$ cat config.mk
export PLATFORM = sky130hd
export DESIGN_NAME = mdu_unit_flat
export DESIGN_NICKNAME = d
export VERILOG_FILES = /design/src/rtl/mdu_pkg.sv /design/src/rtl/mdu_if.sv /design/src/rtl/mdu_divider.sv /design/src/rtl/mdu_unit.sv /design/src/flat_wrapper.sv
export SDC_FILE = /design/constraint.sdc
export NUM_CORES = 2
export LEC_CHECK = 0
export ABC_CLOCK_PERIOD_IN_PS = 8300
export CORE_MARGIN = 5
export CORE_UTILIZATION = 25
export CTS_CLUSTER_DIAMETER = 80
export CTS_CLUSTER_SIZE = 12
export DETAILED_ROUTE_END_ITERATION = 12
export PLACE_DENSITY = 0.36
export SLEW_MARGIN = 10
export SYNTH_ARGS = -nofsm -noshare
export SYNTH_HDL_FRONTEND = slang
export SYNTH_SLANG_ARGS = --single-unit
$ cat constraint.sdc
create_clock -name clk -period 8.3 [get_ports clk]
set_input_delay 2.075 -clock clk [delete_from_list [all_inputs] [get_ports clk]]
set_output_delay 2.075 -clock clk [all_outputs]
set_load 0.01 [all_outputs]
$ cat src/rtl/mdu_pkg.sv
`default_nettype none
// ============================================================================
// Module   : mdu_pkg
// Purpose  : Shared op encodings, FSM state type and default width for the MDU.
// Revision : 1.0  initial release
// ============================================================================
package mdu_pkg;

    localparam int c_mdu_width = 32;

    typedef enum logic [2:0] {
        OP_MULT  = 3'd0,
        OP_MULTU = 3'd1,
        OP_DIV   = 3'd2,
        OP_DIVU  = 3'd3,
        OP_MTHI  = 3'd4,
        OP_MTLO  = 3'd5
    } mdu_op_e;

    typedef enum logic [1:0] {
        ST_IDLE = 2'd0,
        ST_MUL  = 2'd1,
        ST_DIV  = 2'd2,
        ST_FIN  = 2'd3
    } mdu_state_e;

    // Ops 0..3 are the multi-cycle multiply/divide group.
    function automatic logic is_md_op(input logic [2:0] op);
        return ~op[2];
    endfunction

endpackage
`default_nettype wire

$ cat src/rtl/mdu_if.sv
`default_nettype none
// ============================================================================
// Module   : mdu_if
// Purpose  : EX-stage <-> MDU handshake and HI/LO bus.
// Revision : 1.0  initial release
// ============================================================================
interface mdu_if #(
    parameter int WIDTH = 32
) ();
    logic             start;
    logic [2:0]       op;
    logic [WIDTH-1:0] a;
    logic [WIDTH-1:0] b;
    logic             cancel;
    logic             stall;
    logic             done;
    logic [WIDTH-1:0] hi;
    logic [WIDTH-1:0] lo;

    modport master (output start, op, a, b, cancel, input stall, done, hi, lo);
    modport slave  (input start, op, a, b, cancel, output stall, done, hi, lo);
endinterface
`default_nettype wire

$ cat src/rtl/mdu_divider.sv
`default_nettype none
// ============================================================================
// Module   : mdu_divider
// Purpose  : Unsigned restoring radix-2 divider, one quotient bit per step.
// Revision : 1.0  initial release
// ============================================================================
module mdu_divider #(
    parameter int WIDTH = 32
) (
    input  logic             clk,
    input  logic             step,
    input  logic             load,
    input  logic [WIDTH-1:0] dividend,
    input  logic [WIDTH-1:0] divisor,
    output logic [WIDTH-1:0] quotient,
    output logic [WIDTH-1:0] remainder
);
    logic [WIDTH-1:0] r_quo;
    logic [WIDTH-1:0] r_rem;
    logic [WIDTH-1:0] r_dvs;
    logic [WIDTH:0]   w_shift;
    logic [WIDTH:0]   w_diff;

    // Partial remainder shifted left with the next dividend bit; the extra
    // top bit of the trial difference is the borrow that decides restore.
    assign w_shift = {r_rem, r_quo[WIDTH-1]};
    assign w_diff  = w_shift - {1'b0, r_dvs};

    always_ff @(posedge clk) begin
        if (load) begin
            r_quo <= dividend;
            r_rem <= '0;
            r_dvs <= divisor;
        end else if (step) begin
            r_rem <= w_diff[WIDTH] ? w_shift[WIDTH-1:0] : w_diff[WIDTH-1:0];
            r_quo <= {r_quo[WIDTH-2:0], ~w_diff[WIDTH]};
        end
    end

    assign quotient  = r_quo;
    assign remainder = r_rem;
endmodule
`default_nettype wire

$ cat src/rtl/mdu_unit.sv
`default_nettype none
// ============================================================================
// Module   : mdu_unit
// Purpose  : Multi-cycle MULT/DIV unit with architectural HI/LO registers.
// Revision : 1.0  initial release
// ============================================================================
module mdu_unit
    import mdu_pkg::*;
#(
    parameter int WIDTH     = c_mdu_width,
    parameter int DIV_ITERS = c_mdu_width
) (
    input  logic clk,
    input  logic rst,
    mdu_if.slave bus
);
    localparam int                 c_cnt_w    = $clog2(DIV_ITERS);
    localparam logic [c_cnt_w-1:0] c_cnt_last = c_cnt_w'(DIV_ITERS - 1);

    mdu_state_e r_state;
    mdu_state_e w_state_nxt;
    logic       w_stall;
    logic       w_done;

    logic [WIDTH-1:0]   r_a;
    logic [WIDTH-1:0]   r_b;
    logic               r_signed;
    logic               r_a_neg;
    logic               r_b_neg;
    logic               r_use_div;
    logic [c_cnt_w-1:0] r_cnt;
    logic [WIDTH-1:0]   r_res_hi;
    logic [WIDTH-1:0]   r_res_lo;
    logic [WIDTH-1:0]   r_hi;
    logic [WIDTH-1:0]   r_lo;

    logic               w_idle;
    logic               w_accept;
    logic               w_div_op;
    logic               w_signed_op;
    logic               w_div_zero;
    logic               w_a_neg;
    logic               w_b_neg;
    logic               w_mt_ok;
    logic [WIDTH-1:0]   w_a_mag;
    logic [WIDTH-1:0]   w_b_mag;
    logic [2*WIDTH-1:0] w_a_ext;
    logic [2*WIDTH-1:0] w_b_ext;
    logic [2*WIDTH-1:0] w_prod;
    logic [WIDTH-1:0]   w_quo;
    logic [WIDTH-1:0]   w_rem;
    logic [WIDTH-1:0]   w_fin_hi;
    logic [WIDTH-1:0]   w_fin_lo;

    assign w_idle      = (r_state == ST_IDLE);
    assign w_accept    = w_idle & bus.start & is_md_op(bus.op) & ~bus.cancel;
    assign w_mt_ok     = w_idle & bus.start & ~bus.cancel;
    assign w_div_op    = bus.op[1];
    assign w_signed_op = ~bus.op[0];
    assign w_div_zero  = (bus.b == '0);
    assign w_a_neg     = w_signed_op & bus.a[WIDTH-1];
    assign w_b_neg     = w_signed_op & bus.b[WIDTH-1];
    assign w_a_mag     = w_a_neg ? -bus.a : bus.a;
    assign w_b_mag     = w_b_neg ? -bus.b : bus.b;

    // Low 2*WIDTH bits of the extended product are exact for both signednesses.
    assign w_a_ext = {{WIDTH{r_signed & r_a[WIDTH-1]}}, r_a};
    assign w_b_ext = {{WIDTH{r_signed & r_b[WIDTH-1]}}, r_b};
    assign w_prod  = w_a_ext * w_b_ext;

    mdu_divider #(.WIDTH(WIDTH)) u_divider (
        .clk       (clk),
        .step      (r_state == ST_DIV),
        .load      (w_accept & w_div_op),
        .dividend  (w_a_mag),
        .divisor   (w_b_mag),
        .quotient  (w_quo),
        .remainder (w_rem)
    );

    // Quotient sign follows the operand-sign XOR; remainder follows the dividend.
    assign w_fin_lo = r_use_div ? ((r_a_neg ^ r_b_neg) ? -w_quo : w_quo) : r_res_lo;
    assign w_fin_hi = r_use_div ? (r_a_neg ? -w_rem : w_rem) : r_res_hi;

    always_ff @(posedge clk) begin
        if (rst) begin
            r_state <= ST_IDLE;
        end else begin
            r_state <= w_state_nxt;
        end
    end

    always_comb begin
        w_state_nxt = r_state;
        w_stall     = 1'b0;
        w_done      = 1'b0;
        case (r_state)
            ST_IDLE: begin
                if (w_accept) begin
                    w_stall = 1'b1;
                    if (!w_div_op)      w_state_nxt = ST_MUL;
                    else if (w_div_zero) w_state_nxt = ST_FIN;
                    else                 w_state_nxt = ST_DIV;
                end
            end
            ST_MUL: begin
                w_stall     = 1'b1;
                w_state_nxt = ST_FIN;
            end
            ST_DIV: begin
                w_stall = 1'b1;
                if (r_cnt == c_cnt_last) w_state_nxt = ST_FIN;
            end
            ST_FIN: begin
                w_done      = 1'b1;
                w_state_nxt = ST_IDLE;
            end
            default: w_state_nxt = ST_IDLE;
        endcase
        if (bus.cancel) begin
            w_state_nxt = ST_IDLE;
            w_done      = 1'b0;
        end
    end

    always_ff @(posedge clk) begin
        if (rst) begin
            r_a       <= '0;
            r_b       <= '0;
            r_signed  <= 1'b0;
            r_a_neg   <= 1'b0;
            r_b_neg   <= 1'b0;
            r_use_div <= 1'b0;
            r_cnt     <= '0;
            r_res_hi  <= '0;
            r_res_lo  <= '0;
            r_hi      <= '0;
            r_lo      <= '0;
        end else begin
            if (w_accept) begin
                r_a       <= bus.a;
                r_b       <= bus.b;
                r_signed  <= w_signed_op;
                r_a_neg   <= w_a_neg;
                r_b_neg   <= w_b_neg;
                r_use_div <= w_div_op & ~w_div_zero;
                r_cnt     <= '0;
                if (w_div_op & w_div_zero) begin
                    r_res_hi <= bus.a;
                    r_res_lo <= '1;
                end
            end
            if (r_state == ST_MUL) {r_res_hi, r_res_lo} <= w_prod;
            if (r_state == ST_DIV) r_cnt <= r_cnt + 1'b1;
            if (w_done) begin
                r_hi <= w_fin_hi;
                r_lo <= w_fin_lo;
            end else if (w_mt_ok && bus.op == OP_MTHI) begin
                r_hi <= bus.a;
            end else if (w_mt_ok && bus.op == OP_MTLO) begin
                r_lo <= bus.a;
            end
        end
    end

    assign bus.stall = w_stall;
    assign bus.done  = w_done;
    assign bus.hi    = r_hi;
    assign bus.lo    = r_lo;
endmodule
`default_nettype wire

$ cat src/flat_wrapper.sv
// flat-port wrapper written by rule: the top's interface ports become plain ports
module mdu_unit_flat import mdu_pkg::*;
#(
    parameter int WIDTH     = c_mdu_width,
    parameter int DIV_ITERS = c_mdu_width
)
  (clk, rst, bus_start, bus_op, bus_a, bus_b, bus_cancel, bus_stall, bus_done, bus_hi, bus_lo);
  mdu_if #(.WIDTH(WIDTH)) bus_i ();
  input  logic clk;
  input  logic rst;
  input wire logic [$bits(bus_i.start)-1:0] bus_start;
  input wire logic [$bits(bus_i.op)-1:0] bus_op;
  input wire logic [$bits(bus_i.a)-1:0] bus_a;
  input wire logic [$bits(bus_i.b)-1:0] bus_b;
  input wire logic [$bits(bus_i.cancel)-1:0] bus_cancel;
  output wire logic [$bits(bus_i.stall)-1:0] bus_stall;
  output wire logic [$bits(bus_i.done)-1:0] bus_done;
  output wire logic [$bits(bus_i.hi)-1:0] bus_hi;
  output wire logic [$bits(bus_i.lo)-1:0] bus_lo;
  assign bus_i.start = bus_start;
  assign bus_i.op = bus_op;
  assign bus_i.a = bus_a;
  assign bus_i.b = bus_b;
  assign bus_i.cancel = bus_cancel;
  assign bus_stall = bus_i.stall;
  assign bus_done = bus_i.done;
  assign bus_hi = bus_i.hi;
  assign bus_lo = bus_i.lo;
  mdu_unit #(.WIDTH(WIDTH), .DIV_ITERS(DIV_ITERS)) u_core (.clk(clk), .rst(rst), .bus(bus_i));
endmodule
# Yosys cells after proc, flatten, opt, wreduce, memory -nomap -nowiden
# Index checks and enable logic that the tools add are counted.
# word_totals
register_bits,299
input_bits,71
out_inout_bits,66
wordCells,94
# classes
addsub,6
multipliers,1
eq_ne,9
n_mux,31
bitwise_logic,17
reduce_logical,15
# op_table
operator,count
32-bit two-way mux,20
32-bit negation,4
33-bit by 33-bit multiplier with 64-bit output,1
33-bit by 32-bit subtractor with 33-bit output,1
32-bit zero test,1
2-bit nonzero test,6
1-bit bitwise AND,11
5-bit two-way mux,2
2-bit one-hot mux with 4 select lines,1
"3-bit == test, second input constant",2
2-bit two-way mux,3
2-bit AND reduction,3
"5-bit by 1-bit adder with 5-bit output, second input constant",1
"5-bit == test, second input constant",1
1-bit NOT,5
"2-bit == test, second input constant",2
1-bit two-way mux,4
"2-bit inequality test, second input constant",2
2-bit OR reduction,2
"2-bit by 1-bit == test with 1-bit output, second input constant",1
1-bit logical AND,2
2-bit zero test,1
"2-bit by 1-bit inequality test with 1-bit output, second input constant",1
1-bit one-hot mux with 2 select lines,1
1-bit bitwise XOR,1

# Logic depth before layout (Yosys ltp)
# logic_depth
depth_word,7
ltp_mapped,31
depth_no_buf,28

# By module
# Synthesis repeated with hierarchy kept, for this count alone.
# unflattened
hier_cells,6274
hier_area_um2,55137.9
# modules_own_cells
mod,n_inst,cells_each,area_each_um2,seq_area_each_um2
mdu_unit,1,5703,49296.0,4063.9
mdu_divider,1,571,5841.9,2562.5

# Least setup slack after synthesis
# Ideal clock, no wire load.
# synth_timing
path_type,register to register
from,register u_core.r_a[31]
to,register u_core.r_res_hi[30]
setup_time_ns,0.134
t_arrival_ns,7.659
required_ns,8.166
path_slack_ns,0.507
path_stages_with_launch,27
path_buffers,3
period_less_slack_ns,7.793
cell_sequence,dfxtp_1 -> clkbuf_1 -> and2_1 -> clkbuf_1 -> nand2_1 -> inv_1 -> fa_1 -> inv_1 -> fa_1 -> inv_1 -> fa_1 -> inv_1 -> fa_1 -> fa_1 -> fa_1 -> fa_1 -> fa_1 -> inv_1 -> ha_1 -> clkbuf_1 -> a21o_1 -> a21o_1 -> or3_1 -> a211o_1 -> a41oi_1 -> xor2_1 -> o22ai_1
# synth_between
elab_chain_cells,3
# synth_lines
item,line_no,rtl
from (decl),mdu_unit.sv:25,logic [WIDTH-1:0] r_a;
from (signal assigned),mdu_unit.sv:141,r_a <= bus.a;
1-bit bitwise AND,mdu_unit.sv:67,"assign w_a_ext = {{WIDTH{r_signed & r_a[WIDTH-1]}}, r_a};"
33-bit by 33-bit multiplier with 64-bit output (*),mdu_unit.sv:69,assign w_prod = w_a_ext * w_b_ext;
32-bit two-way mux (*),mdu_unit.sv:153,"if (r_state == ST_MUL) {r_res_hi, r_res_lo} <= w_prod;"
to (signal assigned),mdu_unit.sv:149,r_res_hi <= bus.a;
to (signal assigned),mdu_unit.sv:153,
to (decl),mdu_unit.sv:32,logic [WIDTH-1:0] r_res_hi;
# Every way passes the cells marked *; elsewhere a longest branch is shown, timed or not.
# A chain may end at the register's enable or synchronous reset.

# Worst setup path after layout
# layout_timing
from,register u_core.r_b[13]
to,register u_core.r_res_hi[12]
# layout_between
elab_chain_cells,2
# layout_lines
item,line_no,rtl
from (decl),mdu_unit.sv:26,logic [WIDTH-1:0] r_b;
from (signal assigned),mdu_unit.sv:142,r_b <= bus.b;
33-bit by 33-bit multiplier with 64-bit output,mdu_unit.sv:69,
32-bit two-way mux,mdu_unit.sv:153,
# Every way passes these cells.

==> results list <==
- Critical path capture point type: flop
* Worst supply voltage drop on vdd: between 0.00015 and 0.0002 V
* Synthesized netlist net count: 7656
* Worst clock skew: roughly 0.035 ns
* Cell with the most instances after synthesis: inv_1
- Unrepaired setup endpoints after global routing: yes
- Sinks on Clock Net: 299
- Seq/Total Area, Yosys: about an eighth
* Overall die area: roughly 230000 um2
* Buffer depth of the longest clock path: 3
- In this run the count of I/O pins placed on the die edge is around 140.
- After detailed placement, the total cell area comes to approximately 60000 um2.
* First-pass GRT wire length: 310000 um
- The first routing iteration left 2362 violations.
* Number of CTS-inserted buffers: 38
* Type of origin of the critical path: flop
* Post-layout power: approximately 5500 uW
* Outcome: finished, final reports clean
- Delay of the slowest cell on the worst path: slightly below 0.6 ns
- Average wire per standard cell: between 20 and 25 um
* Ratio of routed vias to standard cells: 4.57
- For this run, design rule violations remaining after detail routing come to 0.
- From bottom edge to top edge, the die measures about 480 um.
- Commonest cells in the netlist: inv_1 (1159), fa_1 (1126), nand2_1 (988)
* Cell area after synthesis: ~54000 um2
- The final count of pins violating max slew came to 0.
* Number of H-tree branching levels: 2
- Headroom to the max-slew limit came out at around a quarter.
- The Yosys step of the flow raised 0 warnings.
- For the worst-skew pair, the clock arrives at the later sink with an insertion delay of roughly 0.6 ns.
* Setup violation total in the final timing report: 0
- Number of maximum-capacitance constraint violations: 0
- After clock tree synthesis, the clock-pin slew on the worst setup and hold paths is ~0.060 ns.
- Final period utilization: a little over nine tenths
- Counting tap cells, the placed design contains a total of between 9000 and 10000 instances.
* Gate count of the mapped netlist: just over 6000
- Initial cell density of the core: about 25%
- Vias in the first global route: between 40000 and 50000
- Cells with a size suffix above 1 make up 5.93% of the layout.
* Detailed placer's ending HPWL: ~170000 um
* Post-route design area: between 60000 and 70000 um2
- Setup total negative slack on the finished layout was measured at 0 ns.
- Area of the core: 217000 um2
* Layout Cells excl Fill: between 9000 and 10000
- Entering global routing, the biggest net connects 97 pins.
* Worst hold-check path type: reg -> reg
- The worst setup path is of the reg -> reg kind.
- Synthesis instantiated 76 different standard cells from the library.
* Final Hold Vio Count: 0
- STA puts the critical path data required time at between 8 and 9 ns.
* Total via count after detailed routing: 41700
* Biggest area consumer among synthesized cells: fa_1
* Area share of the largest cell type after synthesis: around 41%
- Number of input and output port buffers inserted: 136
- Slew @ Worst Pin: 1.13 ns
- TritonCTS clock tree: built
- Counting stages on the worst path, the most repeated cell is fa_1.
* Worst path arrival time: 8.38 ns
- Summed over all layers, the routed wires come to 205000 um.
- Residual antenna-violating net count after detailed routing: 0
* Antenna violations before repair: 19
- Dominant cells by area after synthesis: fa_1 (41%), dfxtp_1 (8.6%), inv_1 (8.0%)
* Leakage Power: roughly 0.028 uW
- The first detailed-routing pass ran for 5 iterations.
- CP Max Fanout: 17
- The average instance in the mapped netlist occupies a little under 9 um2.
- Slowest cell on crit path: fa_1
* Total of flip-flops plus latches after synthesis: 299
- Time the final worst path needs with I/O delays and setup: between 7 and 8 ns
- Among all flip-flop cells after synthesis, the most frequent one is dfxtp_1.
- Count of nets after finishing: around 7700
* Number of enable flip-flop cells after synthesis: 64
- The tree is rooted in a clkbuf_16.
- For this run the aggregate overflow at the end of global routing stands at 0.
- Layout area overhead: 13.4%
- Total power divided by cell area: roughly 90 nW/um2
- Global routing used between 10% and 20% of the available tracks.
* Post-synthesis async set-or-reset flop share: 0%
- Fmax: between 100 and 150 MHz
- The die is about 480 um wide.
* Final weighted congestion in routability-driven placement: between 0.8 and 0.9
- The initialized floorplan defines 171 standard-cell rows.
## timing repair
action,in CTS,in global routing
setup endpoints to repair,1,15
hold buffers,0,0
pin swaps,0,1
setup buffers,0,5
gates resized for setup,3,19
## cells in the final DEF (no fill, tap or decap), types with 62 or more instances in the layout
cell	Yosys	layout
a21o_1	62	62
inv_1	1159	1157
edfxtp_1	64	64
fa_1	1126	1126
nor3_1	104	103
dfxtp_1	235	226
ha_1	256	254
clkdlybuf4s50_1	0	135
nand2_1	988	987
a21oi_1	242	238
xor2_1	94	93
nor2_1	242	241
buf_4	5	206
a211oi_1	118	118
xnor2_1	121	120
and2_1	360	360
o21ai_0	193	188
## power breakdown
group	leakage, uW	switching [uW]	internal (uW)	total [uW]
logic	0.0245	1210	809	2020
clock network	0.000585	802	890	1690
registers	0.00250	217	1610	1830
## kinds of logic after synthesis
| logic type | synth area share (%) |
|---|---|
| buffers and inverters | 10.8 |
| multiplexers | 0.968 |
| AND/OR/NAND/NOR | 16.2 |
| AO/OA/AOI/OAI | 9.04 |
| adder cells (fa/ha/maj) | 47.3 |
| XOR/XNOR | 3.46 |
| flip-flops | 12.2 |
## path summary, 6_finish.rpt
kind                                  startpoint                                to  slack (ns)  cells past startpoint
setup / recovery     u_core.r_b[13]$_SDFFE_PP0P_  u_core.r_res_hi[12]$_SDFFE_PP0P_        0.37                     29
hold / removal    u_core.bus.lo[18]$_SDFFE_PP0P_    u_core.bus.lo[18]$_SDFFE_PP0P_        0.49                      2
setup reg to reg     u_core.r_b[13]$_SDFFE_PP0P_  u_core.r_res_hi[12]$_SDFFE_PP0P_        0.37                     29
hold reg to reg   u_core.bus.lo[18]$_SDFFE_PP0P_    u_core.bus.lo[18]$_SDFFE_PP0P_        0.49                      2
## cell type report
class | count | area, um2
diodes | 3 | 7.51
inverters | 1162 | 4370
clock buffers | 50 | 1020
clock inverters | 18 | 174
fillers | 23200 | 155000
multi-input cells | 4349 | 42000
flip-flops and latches | 299 | 6640
well taps | 2854 | 3570
repair buffers | 392 | 3880
## worst max-delay path, delay by kind of cell, from the launching register on
kind / cells / cell delay (ns)
buf+inv: 9 / 1.14
compound gates: 6 / 1.03
xor+xnor: 1 / 0.28
fa+ha+maj: 9 / 4.30
simple gates: 4 / 0.61
flops: 1 / 0.36
## flip-flops by register name, summed over array words and instances (netlist names)
name	flops
u_core.r_cnt	5
u_core.bus.hi	32
u_core.u_divider.r_dvs	32
u_core.r_a	32
u_core.r_b	32
u_core.r_use_div	1
u_core.u_divider.remainder	32
u_core.r_res_hi	32
u_core.r_res_lo	32
u_core.r_b_neg	1
u_core.u_divider.quotient	32
u_core.r_signed	1
u_core.r_state	2
u_core.r_a_neg	1
u_core.bus.lo	32
## per-layer routing
layer | track usage [%] | up-vias | wire [um]
li1 | - | 19100 | -
met2 | 29.7 | 806 | 95300
met5 | 0 | - | 32
met3 | 1.88 | 149 | 7430
met4 | 3.03 | 4 | 3660
met1 | 26.0 | 21700 | 98400
## through the flow
stage	utilization [%]	hold slack, ns	setup WS, ns
detailed placement	27.9	0.485	-0.0520
CTS	28.4	0.498	0.0521
finish	28.5	0.492	0.370
global placement	27.9	0.481	0.00451
floorplan	-	0.451	0.507
global route	28.4	0.512	-0.0119
Power figures use the tool's default switching activity.
